[config.mk]
export PLATFORM = sky130hd
export DESIGN_NAME = addition_stage3
export DESIGN_NICKNAME = d
export VERILOG_FILES = /design/src/rtl/addition_stage3.sv
export SDC_FILE = /design/constraint.sdc
export NUM_CORES = 1
export LEC_CHECK = 0
export CAP_MARGIN = 10
export CORE_MARGIN = 2
export CORE_UTILIZATION = 30
export DETAILED_ROUTE_END_ITERATION = 10
export PLACE_DENSITY = 0.63
export SYNTH_ARGS = -nofsm -noshare
export SYNTH_HDL_FRONTEND = slang
export SYNTH_SLANG_ARGS = --single-unit
[constraint.sdc]
create_clock -name clk -period 3.8 [get_ports clk]
set_input_delay 0.76 -clock clk [delete_from_list [all_inputs] [get_ports clk]]
set_output_delay 0.76 -clock clk [all_outputs]
set_load 0.01 [all_outputs]
[src/rtl/addition_stage3.sv]
// addition_stage3: adds or subtracts the aligned mantissas of two floating-point operands and registers the result behind a valid/ready handshake.
// Optional feature: define ADD_STAGE3_SKID_EN to add a one-entry skid register, which makes in_ready a registered "skid empty" flag.
module addition_stage3 #(
  parameter int MENT_WIDTH = 23,
  parameter int EXPO_WIDTH = 8
) (
  input  logic                  clk,
  input  logic                  rst,
  input  logic                  in_valid,
  output logic                  in_ready,
  input  logic [MENT_WIDTH-1:0] larger_operand_in,
  input  logic [MENT_WIDTH:0]   smaller_operand_in,
  input  logic                  larger_sign_in,
  input  logic                  smaller_sign_in,
  input  logic [EXPO_WIDTH-1:0] exponent_in,
  output logic                  out_valid,
  input  logic                  out_ready,
  output logic [MENT_WIDTH+1:0] mentissa_sum_out,
  output logic [EXPO_WIDTH-1:0] exponent_out,
  output logic                  sign_out,
  output logic                  zero_out
);

  localparam int SUM_W = MENT_WIDTH + 2;

  typedef struct packed {
    logic [SUM_W-1:0]      sum;
    logic [EXPO_WIDTH-1:0] expo;
    logic                  sign;
    logic                  zero;
  } result_t;

  logic [MENT_WIDTH:0] opA;
  logic [MENT_WIDTH:0] opB;
  logic [SUM_W-1:0]    rawSum;
  logic                rawSign;
  result_t             newResult;
  result_t             out_q;
  result_t             out_d;
  logic                outValid_q;
  logic                outValid_d;
  logic                accept;

  assign opA = {1'b1, larger_operand_in};
  assign opB = smaller_operand_in;

  // B can only exceed A when the exponents were equal, so the sign then follows the smaller operand.
  always_comb begin
    rawSum  = '0;
    rawSign = larger_sign_in;
    if (larger_sign_in == smaller_sign_in) begin
      rawSum = {1'b0, opA} + {1'b0, opB};
    end else if (opA >= opB) begin
      rawSum = {1'b0, opA - opB};
    end else begin
      rawSum  = {1'b0, opB - opA};
      rawSign = smaller_sign_in;
    end
    newResult.sum  = rawSum;
    newResult.expo = exponent_in;
    newResult.zero = (rawSum == '0);
    newResult.sign = rawSign && (rawSum != '0);
  end

  assign accept           = in_valid && in_ready;
  assign out_valid        = outValid_q;
  assign mentissa_sum_out = out_q.sum;
  assign exponent_out     = out_q.expo;
  assign sign_out         = out_q.sign;
  assign zero_out         = out_q.zero;

`ifdef ADD_STAGE3_SKID_EN

  result_t skid_q;
  result_t skid_d;
  logic    skidValid_q;
  logic    skidValid_d;
  logic    outFree;

  assign outFree  = !outValid_q || out_ready;
  assign in_ready = !rst && !skidValid_q;

  // A parked skid entry always has priority over fresh input so ordering is kept.
  always_comb begin
    out_d       = out_q;
    outValid_d  = outValid_q;
    skid_d      = skid_q;
    skidValid_d = skidValid_q;
    if (outFree) begin
      if (skidValid_q) begin
        out_d       = skid_q;
        outValid_d  = 1'b1;
        skidValid_d = 1'b0;
      end else if (accept) begin
        out_d      = newResult;
        outValid_d = 1'b1;
      end else begin
        outValid_d = 1'b0;
      end
    end else if (accept) begin
      skid_d      = newResult;
      skidValid_d = 1'b1;
    end
  end

  always_ff @(posedge clk) begin
    if (rst) begin
      out_q       <= '0;
      outValid_q  <= 1'b0;
      skid_q      <= '0;
      skidValid_q <= 1'b0;
    end else begin
      out_q       <= out_d;
      outValid_q  <= outValid_d;
      skid_q      <= skid_d;
      skidValid_q <= skidValid_d;
    end
  end

`else

  assign in_ready = !rst && (!outValid_q || out_ready);

  always_comb begin
    out_d      = out_q;
    outValid_d = outValid_q;
    if (accept) begin
      out_d      = newResult;
      outValid_d = 1'b1;
    end else if (out_ready) begin
      outValid_d = 1'b0;
    end
  end

  always_ff @(posedge clk) begin
    if (rst) begin
      out_q      <= '0;
      outValid_q <= 1'b0;
    end else begin
      out_q      <= out_d;
      outValid_q <= outValid_d;
    end
  end

`endif

endmodule

==> results.tsv <==
stage	metric	value	unit
cells_and_area	Post-Layout Cell Count	1302	
synth	Mapped Nets	879	
grt	GRT Util Overall	21.43	%
timing	Final setup viols	2	
synth	most frequent cell after synthesis	ha_1	
cts	clock sink count	36	
synth	ys async rst share	0	%
worst_hold_path	min-delay worst type	reg -> reg	
setup_path	critical path endpoint category	register	
routing	routed vias/inst	5.243	
outcome	failing checks	negative setup slack	
synth	number of synthesized flops with an enable pin	0	
timing	smallest setup slack after layout	-153.5	ps
grt	initial antenna violation count	0	
grt	gr ovfl total	0	
setup_path	slowest cell on the critical path	or4_4	
timing	final hold violations	0	
placement	GPL Wtd Cong	0.9500	
synth	ranking of synthesized cells by area	ha_1, dfxtp_1, a21oi_1, nand2_1, inv_1	
cells_and_area	Filler cells	1592	
placement	post-detail-place hpwl	16.54	mm
outcome	status	finished, violations left	
setup_path	crit-path cells	clkdlybuf4s50_1 -> inv_1 -> ha_4 -> and3_4 -> nand3_4 -> or3_4 -> buf_6 -> o211a_4 -> or4_4 -> a31oi_4 -> xnor2_2 -> nor4_2 -> nand4_1 -> a31o_1	
die	Die Ht	137.3	um
synth	Synth Area per Inst	7.182	um2
die	area of the core	0.01736	mm2
setup_path	crit-path max FO	5	
cells_and_area	Layout area overhead	75.16	%
die	initial core utilization	30.70	%
cts	hold_buf cts	0	
placement	Place WS	-924.8	ps
power	Leak	4.376	nW
grt	vias in the first global route	6545	
setup_path	Critical Path RT	3970	ps
grt	grt peak-use layer	met2	
timing	final worst path period share	104.0	%
synth	Main synth FF type	dfxtp_1	
timing	min Tclk post-route	3953	ps
timing	Max Slew Vio Count	0	
setup_path	Critical Path Max Stage Delay	580	ps
cells_and_area	FF/Latch Area	720.7	um2
synth	#FFs+latches synth	36	
timing	achievable frequency	252.9	MHz
synth	Synth Cell Area	0.005329	mm2
placement	# port buffers	97	
cells_and_area	fin nets	1213	
timing	Rel. slew slack	36.13	%
routing	Remaining DRCs	0	
synth	sequential area share after synthesis	13.52	%
cts	clock root buffer	clkbuf_16	
timing	Clock Skews	3.843	ps
die	die width	137.3	um
routing	Routed Antenna Nets	0	
setup_path	startpoint types	input pin	
die	I/O Pins	98	
cts	CTS H-tree depth	2	
timing	Tightest Pin Transition	957.0	ps
cts	CTS tree	built	
routing	via count	6827	
setup_path	Worst EP arrival	4120	ps
die	die area	0.01884	mm2
routing	Routed WL	20.71	mm
synth	area fraction of the dominant cell type after synthesis	17.14	%
cts	TritonCTS Buffers	5	
grt	global-route wire length before repair	32.75	mm
grt	met1 Usage GRT	29.17	%
routing	drt pass-1 iters	5	
timing	final setup TNS	-284.0	ps
die	cell row count	48	
cts	clk slew on worst S/H paths	50	ps
grt	largest net degree at the start of global routing	35	
synth	post-synth top area cell	ha_1	
power	total power	0.002429	W
routing	DRT iter0 DRCs	543	
placement	DP Cell Count	1266	
cells_and_area	share of post-route cells with drive strength above 1	37.88	%
synth	Mapped Cells	742	
synth	Cell variety after synth	78	
power	VDD IR max	0.3783	mV
timing	RSZ-0062 raised after global routing	true	
cts	Clock Tree Buf Depth	2	
setup_path	WS Path Type	in -> reg	
cts	Skew-Pair Late Insertion Delay	280	ps
synth	synth cell count leaders	ha_1, nand2_1, a21oi_1	
cells_and_area	Antenna diodes	0	
power	power per cell area	260.2	mW/mm2
routing	wire per inst	15.90	um
grt	GRT met2 Usage	36.26	%
flow_run	max-cap violation count	0	
grt	GR Util met3	1.582	%
synth	yosys warns	0	
cells_and_area	area occupied by multi-input gates	0.004862	mm2
## state kept, by name, indices dropped and copies added (netlist names)
| register | count |
|---|---|
| sign_out | 1 |
| exponent_out | 8 |
| out_valid | 1 |
| mentissa_sum_out | 25 |
| zero_out | 1 |
## worst paths after layout
kind	start	to	slack, ps	cells past startpoint
hold / removal	exponent_out[2]$_SDFFE_PP0P_	exponent_out[2]$_SDFFE_PP0P_	460	2
setup reg to reg	out_valid$_SDFFE_PP0P_	mentissa_sum_out[9]$_SDFFE_PP0P_	2070	5
setup / recovery	larger_operand_in[20]	sign_out$_SDFFE_PP0P_	-150	14
hold reg to reg	exponent_out[2]$_SDFFE_PP0P_	exponent_out[2]$_SDFFE_PP0P_	460	2
## kinds of logic after synthesis
| group | Yosys count | share of synthesized area, % |
|---|---|---|
| compound gates | 249 | 32.38 |
| xor+xnor | 18 | 2.958 |
| fa+ha+maj | 76 | 18.27 |
| buf+inv | 112 | 8.758 |
| flops | 36 | 13.52 |
| mux | 3 | 0.6104 |
| simple gates | 248 | 23.50 |
## routing by layer
| layer | wire length (um) | share of wire, % |
|---|---|---|
| met5 | 0 | 0 |
| met4 | 546 | 2.6 |
| met3 | 1310 | 6.3 |
| met2 | 9338 | 45 |
| met1 | 9512 | 46 |
## layout make-up
class                           instances  share of cell area (%)
Multi-Input combinational cell        594                   52.09
Tap cell                              225                   3.016
Inverter                               68                   2.761
Sequential cell                        36                   7.721
Clock buffer                            6                   1.381
Clock inverter                          2                  0.3753
Timing Repair Buffer                  371                   32.65
## placed cells by master (no fill, tap or decap), types with 10 or more instances in the layout
cell             count
dfxtp_1             36
nor2_1              41
dlymetal6s2s_1      14
a21oi_1             59
nor3_1              10
dlygate4sd2_1       28
o21ai_0             35
ha_1                50
inv_1               47
ha_4                21
o211ai_1            10
o31ai_1             10
nand2_1             70
nand3_1             42
xnor2_1             11
nor2b_1             10
inv_2               20
clkdlybuf4s50_1     52
a21o_1              21
buf_4              268
## power by group
part | leakage, nW | internal [W] | total (W) | switching, W
Clock | 0.0808 | 0.000308 | 0.000452 | 0.000144
Combinational | 4.00 | 0.000801 | 0.00153 | 0.000731
Sequential | 0.297 | 0.000423 | 0.000445 | 0.0000219
## worst max-delay path: cells and delay by family
kind                       cells  cell delay [ps]
AOI/OAI and AO/OA              3              590
xor gates and xnor gates       1              120
adders and majority gates      1              260
buffers and inverters          3              680
and+or+nand+nor                6             1700
## per-stage QoR
stage | utilization, % | hold WS [ps] | cell area [um2]
after CTS | 52.16 | 457.0 | 9052
after floorplan | - | 478.3 | 5450
final | 53.78 | 455.0 | 9334
after global routing | 53.78 | 467.4 | 9334
after detailed placement | 48.00 | 449.3 | 8330
after global placement | 48.00 | 440.7 | 8330
## repair_timing
action                                  in CTS  in global routing
pin swaps                                   41                 18
setup buffers                               21                  7
endpoints found under the setup margin      13                  7
gates resized for setup                    131                 54
Note: power is estimated with default switching activity, not from simulation.
